[src/rtl/systolic_pkg.sv]
// Shared definitions for the systolic array blocks: the feeder state
// encoding and the anti-diagonal count of an NxN array.
package systolic_pkg;

  typedef enum logic [1:0] {
    IDLE  = 2'd0,
    FEED  = 2'd1,
    FLUSH = 2'd2,
    DONE  = 2'd3
  } feeder_state_t;

  // An NxN grid has 2N-1 anti-diagonals (i+j = 0 .. 2N-2).
  function automatic int DIAGS(input int n);
    return 2 * n - 1;
  endfunction

endpackage

[src/rtl/skew_line.sv]
// Fixed-depth shift register with enable; all stages clear on reset.
// One instance per operand lane gives that lane its systolic skew.
module skew_line #(
  parameter int DW    = 8,
  parameter int DEPTH = 1
) (
  input  logic          clk,
  input  logic          reset,
  input  logic          en,
  input  logic [DW-1:0] din,
  output logic [DW-1:0] dout
);

  logic [DW-1:0] stage_reg [DEPTH];

  // Shift one stage per enabled cycle; hold when disabled.
  always_ff @(posedge clk) begin
    if (reset) begin
      for (int s = 0; s < DEPTH; s++) begin
        stage_reg[s] <= '0;
      end
    end else if (en) begin
      stage_reg[0] <= din;
      for (int s = 1; s < DEPTH; s++) begin
        stage_reg[s] <= stage_reg[s-1];
      end
    end
  end

  assign dout = stage_reg[DEPTH-1];

endmodule

[src/rtl/systolic_feeder.sv]
// Operand sequencer for an NxN output-stationary systolic MAC array.
// Accepts one K-slice per beat (A column + B row), skews lane i by i+1
// cycles, injects zeros on bubbles and during the flush, and pulses one
// result-capture bit per anti-diagonal at the end of every tile.
module systolic_feeder
  import systolic_pkg::*;
#(
  parameter int N  = 2,
  parameter int DW = 8,
  parameter int KW = 17,
  parameter int TW = 32
) (
  input  logic                  clk,
  input  logic                  reset,
  input  logic                  start,
  input  logic [KW-1:0]         k_len,
  input  logic [TW-1:0]         num_tiles,
  input  logic [N*DW-1:0]       a_in,
  input  logic [N*DW-1:0]       b_in,
  input  logic                  in_valid,
  output logic                  in_ready,
  output logic [N*DW-1:0]       a_out,
  output logic [N*DW-1:0]       b_out,
  output logic [DIAGS(N)-1:0]   push_diag,
  output logic [TW-1:0]         tile_idx,
  output logic                  busy,
  output logic                  done
);

  localparam int ND = DIAGS(N);
  // Flush counter runs 0 .. 2N-1.
  localparam int FW = $clog2(2 * N);
  localparam logic [FW-1:0] F_LAST = FW'(2 * N - 1);

  feeder_state_t state_reg, state_next;
  logic [KW-1:0] step_reg, step_next;
  logic [FW-1:0] f_reg, f_next;
  logic [TW-1:0] tile_idx_reg, tile_idx_next;
  logic [KW-1:0] k_len_reg, k_len_next;
  logic [TW-1:0] num_tiles_reg, num_tiles_next;

  logic accept;
  logic shift_en;

  assign in_ready = (state_reg == FEED);
  assign accept   = in_valid & in_ready;
  // Skew lines advance while a tile is being fed or drained, hold otherwise.
  assign shift_en = (state_reg == FEED) || (state_reg == FLUSH);
  assign busy     = (state_reg != IDLE);
  assign done     = (state_reg == DONE);
  assign tile_idx = tile_idx_reg;

  // State and counter registers.
  always_ff @(posedge clk) begin
    if (reset) begin
      state_reg     <= IDLE;
      step_reg      <= '0;
      f_reg         <= '0;
      tile_idx_reg  <= '0;
      k_len_reg     <= '0;
      num_tiles_reg <= '0;
    end else begin
      state_reg     <= state_next;
      step_reg      <= step_next;
      f_reg         <= f_next;
      tile_idx_reg  <= tile_idx_next;
      k_len_reg     <= k_len_next;
      num_tiles_reg <= num_tiles_next;
    end
  end

  // Next-state and counter update logic.
  always_comb begin
    state_next     = state_reg;
    step_next      = step_reg;
    f_next         = f_reg;
    tile_idx_next  = tile_idx_reg;
    k_len_next     = k_len_reg;
    num_tiles_next = num_tiles_reg;
    case (state_reg)
      IDLE: begin
        if (start) begin
          k_len_next     = k_len;
          num_tiles_next = num_tiles;
          tile_idx_next  = '0;
          step_next      = '0;
          f_next         = '0;
          // An empty job (no beats or no tiles) completes immediately.
          if ((k_len == '0) || (num_tiles == '0)) begin
            state_next = DONE;
          end else begin
            state_next = FEED;
          end
        end
      end
      FEED: begin
        if (accept) begin
          // step stays at k_len-1 on the last beat; it is cleared per tile.
          if (step_reg == k_len_reg - KW'(1)) begin
            state_next = FLUSH;
            f_next     = '0;
          end else begin
            step_next = step_reg + KW'(1);
          end
        end
      end
      FLUSH: begin
        if (f_reg == F_LAST) begin
          if (tile_idx_reg == num_tiles_reg - TW'(1)) begin
            state_next = DONE;
          end else begin
            tile_idx_next = tile_idx_reg + TW'(1);
            step_next     = '0;
            state_next    = FEED;
          end
        end else begin
          f_next = f_reg + FW'(1);
        end
      end
      DONE: begin
        state_next = IDLE;
      end
      default: begin
        state_next = IDLE;
      end
    endcase
  end

  genvar gi;

  // Operand lanes: lane 0 of each skew line takes the beat or a zero bubble,
  // and lane i is i+1 registers deep.
  for (gi = 0; gi < N; gi++) begin : g_lane
    logic [DW-1:0] a_inj;
    logic [DW-1:0] b_inj;

    assign a_inj = accept ? a_in[gi*DW +: DW] : '0;
    assign b_inj = accept ? b_in[gi*DW +: DW] : '0;

    skew_line #(
      .DW    (DW),
      .DEPTH (gi + 1)
    ) u_a_skew (
      .clk   (clk),
      .reset (reset),
      .en    (shift_en),
      .din   (a_inj),
      .dout  (a_out[gi*DW +: DW])
    );

    skew_line #(
      .DW    (DW),
      .DEPTH (gi + 1)
    ) u_b_skew (
      .clk   (clk),
      .reset (reset),
      .en    (shift_en),
      .din   (b_inj),
      .dout  (b_out[gi*DW +: DW])
    );
  end

  // Anti-diagonal d has seen its last product by flush cycle d+1.
  for (gi = 0; gi < ND; gi++) begin : g_push
    assign push_diag[gi] = (state_reg == FLUSH) && (f_reg == FW'(gi + 1));
  end

endmodule
[config.mk]
export PLATFORM = sky130hd
export DESIGN_NAME = systolic_feeder
export DESIGN_NICKNAME = d
export VERILOG_FILES = /design/src/rtl/systolic_pkg.sv /design/src/rtl/skew_line.sv /design/src/rtl/systolic_feeder.sv
export SDC_FILE = /design/constraint.sdc
export NUM_CORES = 1
export LEC_CHECK = 0
export CAP_MARGIN = 20
export CORE_MARGIN = 1.5
export CORE_UTILIZATION = 54
export DETAILED_ROUTE_END_ITERATION = 7
export PLACE_DENSITY = 0.81
export RECOVER_POWER = 50
export REMOVE_ABC_BUFFERS = 1
export SYNTH_ARGS = -nofsm -noshare
export SYNTH_HDL_FRONTEND = slang
export SYNTH_SLANG_ARGS = --single-unit
[constraint.sdc]
create_clock -name clk -period 4.4 [get_ports clk]
set_input_delay 0.66 -clock clk [delete_from_list [all_inputs] [get_ports clk]]
set_output_delay 0.66 -clock clk [all_outputs]
set_load 0.005 [all_outputs]
==> impl_results.md <==
* Num CTS Buffers at 17
* Count of final hold-check violations at 0
* Initial antenna violation count at 0
* Buffers on Ports at approximately 150
* Non-Filler Instances at ~1,400
* Multi-input gate area at roughly 4900 µm²
* Slowest stage delay, CP at ~1.1 ns
* Drt first-iter violations at just over 900
* Routed len/inst at around 18 µm
* Die width at around 130 µm
* Smallest hold slack at ~0.48 ns
* Prevailing post-synth register cell: dfxtp_1
* Worst-path fanout max at between 60 and 70
* Worst Path Arrival at 3.97 ns
* Clk buf depth at 2
* Maxcap violations at 1
* Initial Util at 0.547
* Fin worst setup slack at about 0.49 ns
* GRT Residual Overflow at 0
* Crit path required time at around 4.5 ns
* Synthesized area per cell at around 8.6 µm²
* Synthesis-stage register bit count at 150
* Core footprint at approximately 16,000 µm²
* Post-DP Area at around 10,000 µm²
* # diodes at 0
* Largest net degree at the start of global routing at 68
* Clk Latency, worst-skew pair at about 0.44 ns
* Total power per unit cell area at about 510 nW/µm²
* Final Max Tran Viols at 50
* # IOs at 155
* Number of global-route vias before repair at approximately 8,000
* Critical-path top delay cell: or2_0
* Dpl hpwl at 18.0 mm
* Final setup fails at 0
* Worst slew pin tran at between 2 and 2.5 ns
* Synth unique cells at between 80 and 90
* Total GRT Usage at 0.288
* Failing checks: capacitance limit, slew limit
* Routed Antenna Nets at 0
* Reg area at 3480 µm²
* Crit path kind: primary input to register
* Number of setup buffers added after CTS at 0
* Vias at 8,585
* Synth async-reset ratio at 0
* TNS Setup at 0 ns
* Post-synth EDFFs at 48
* Die Y at about 130 µm
* Routed WL at between 20 and 30 mm
* Post-layout minimum cycle time at just under 4 ns
* RSZ-0062 raised after global routing: false
* Worst path cell trace: buf_2 > clkbuf_2 > or2_0 > dlymetal6s4s_1
* Final Cell Area at roughly 11,000 µm²
* Layout net count at 1,242
* Yosys warning count at 0
* Fmax at 256 MHz
* CTS H-tree lvls at 4
* VDD IR-drop max at a little under 0.4 mV
* CTS tree: built
* Placement Rows at 47
* Drt drc at 0
* Filler Cells Inserted at ~1,400
* Clock root cell: clkbuf_16
* First-pass GRT wire length at ~40 mm
* Leakage power at between 3 and 4 nW
* Final Power at approximately 5.7 mW
* PostCTS Resize Cnt at 0
* Die ar. at between 15,000 and 20,000 µm²
* Period utilisation layout at 0.888
* Clk_skew at roughly 0.013 ns
* Netlist Area Pre-Place at ~9000 µm²
* Placed insts at 1,346
* Max_slew headroom at -0.342
* Min-delay worst type: register to register
* Setup WS pre-CTS at 0.672 ns
* P&R area growth vs syn at 22.7%
* Critical path startpoint category: primary input
* Sequential area share after synthesis at 0.387
* Post-CTS Hold Buffers at 0
* Clock-pin slew on the worst setup and hold paths at 0.07 ns
* Via density at roughly 6.2
* Crit. End Element: register
* Syn Inst Count at roughly 1,000
* First-pass DRT Iterations at 5
* Routability cong. at roughly 0.9
* Layout cell share with drive strength beyond 1 at 0.0673
* Status: finished, violations left
* Util after Layout at 0.671
* CTS sink count at 150
-- path summary, 6_finish.rpt --
check,endpoint,slack (ns),cells after the start,start
max,g_lane[0].u_b_skew.stage_reg[0][4],0.49,4,reset
min,k_len_reg[1],0.48,2,k_len_reg[1]
max reg2reg,step_reg[1],0.58,11,num_tiles_reg[0]
min reg2reg,k_len_reg[1],0.48,2,k_len_reg[1]
-- area by class of cell --
type                            instances  area share
Multi-Input combinational cell        780       0.447
Timing Repair Buffer                  163       0.146
Clock buffer                           17      0.0385
Inverter                               34      0.0115
Clock inverter                         15      0.0165
Tap cell                              220      0.0249
Sequential cell                       150       0.315
-- placed cells by master, fill, tap and decap left out, types with 7 or more instances in the layout --
| cell type | count |
|---|---|
| and4_1 | 9 |
| a211oi_1 | 8 |
| xor2_1 | 23 |
| and3_1 | 15 |
| o41ai_1 | 11 |
| or4_1 | 18 |
| ha_1 | 11 |
| clkbuf_16 | 17 |
| nand2b_1 | 11 |
| inv_1 | 34 |
| nor2_1 | 31 |
| o21ai_0 | 31 |
| o211ai_1 | 7 |
| a21oi_2 | 10 |
| edfxtp_1 | 48 |
| or3_1 | 12 |
| xnor2_1 | 32 |
| nor4_1 | 31 |
| and2_0 | 12 |
| o311ai_0 | 23 |
| a21oi_1 | 64 |
| nand4_1 | 29 |
| o31ai_1 | 28 |
| nor3_1 | 23 |
| dlygate4sd3_1 | 33 |
| clkdlybuf4s50_1 | 120 |
| dfxtp_1 | 102 |
| nand3_1 | 30 |
| and2_1 | 45 |
| nand2_1 | 159 |
-- synth_stat cells, types with 11 or more instances --
cell type,count,share of area
nand2_1,159,0.066
dfxtp_1,102,0.23
a21oi_1,64,0.036
and2_1,57,0.040
edfxtp_1,48,0.16
clkbuf_1,43,0.018
inv_1,34,0.014
o21ai_0,32,0.018
xnor2_1,32,0.031
nor2_1,31,0.013
nor4_1,31,0.022
nand3_1,30,0.017
nand4_1,29,0.020
o31ai_1,28,0.023
nor3_1,23,0.013
o311ai_0,23,0.022
xor2_1,23,0.022
buf_4,18,0.015
or4_1,18,0.015
and3_1,15,0.010
or3_1,12,0.0083
ha_1,11,0.015
nand2b_1,11,0.0076
o41ai_1,11,0.011
-- layer usage --
layer,up-vias,track usage,wire length [µm]
met4,0,0.114,606
met3,55,0.0746,2160
li1,4078,-,-
met2,401,0.450,11500
met1,4051,0.382,11000
met5,-,0,0
-- kinds of logic after synthesis --
family          Yosys count  share of synthesized area
compound gates          246                      0.195
xor+xnor                 55                     0.0534
fa+ha+maj                11                     0.0153
buf+inv                 116                     0.0652
flops                   150                      0.387
mux                       6                    0.00666
simple gates            462                      0.278
-- power by group --
group          internal (mW)  switching, mW
logic                  0.892           1.34
registers               1.74          0.207
clock network          0.816          0.687
total                   3.45           2.23
-- critical path, delay by kind of cell --
kind / cells / cell delay, ns
buf+inv: 3 / 2.19
simple gates: 1 / 1.10
No activity file was read; power rests on OpenSTA's default activity.
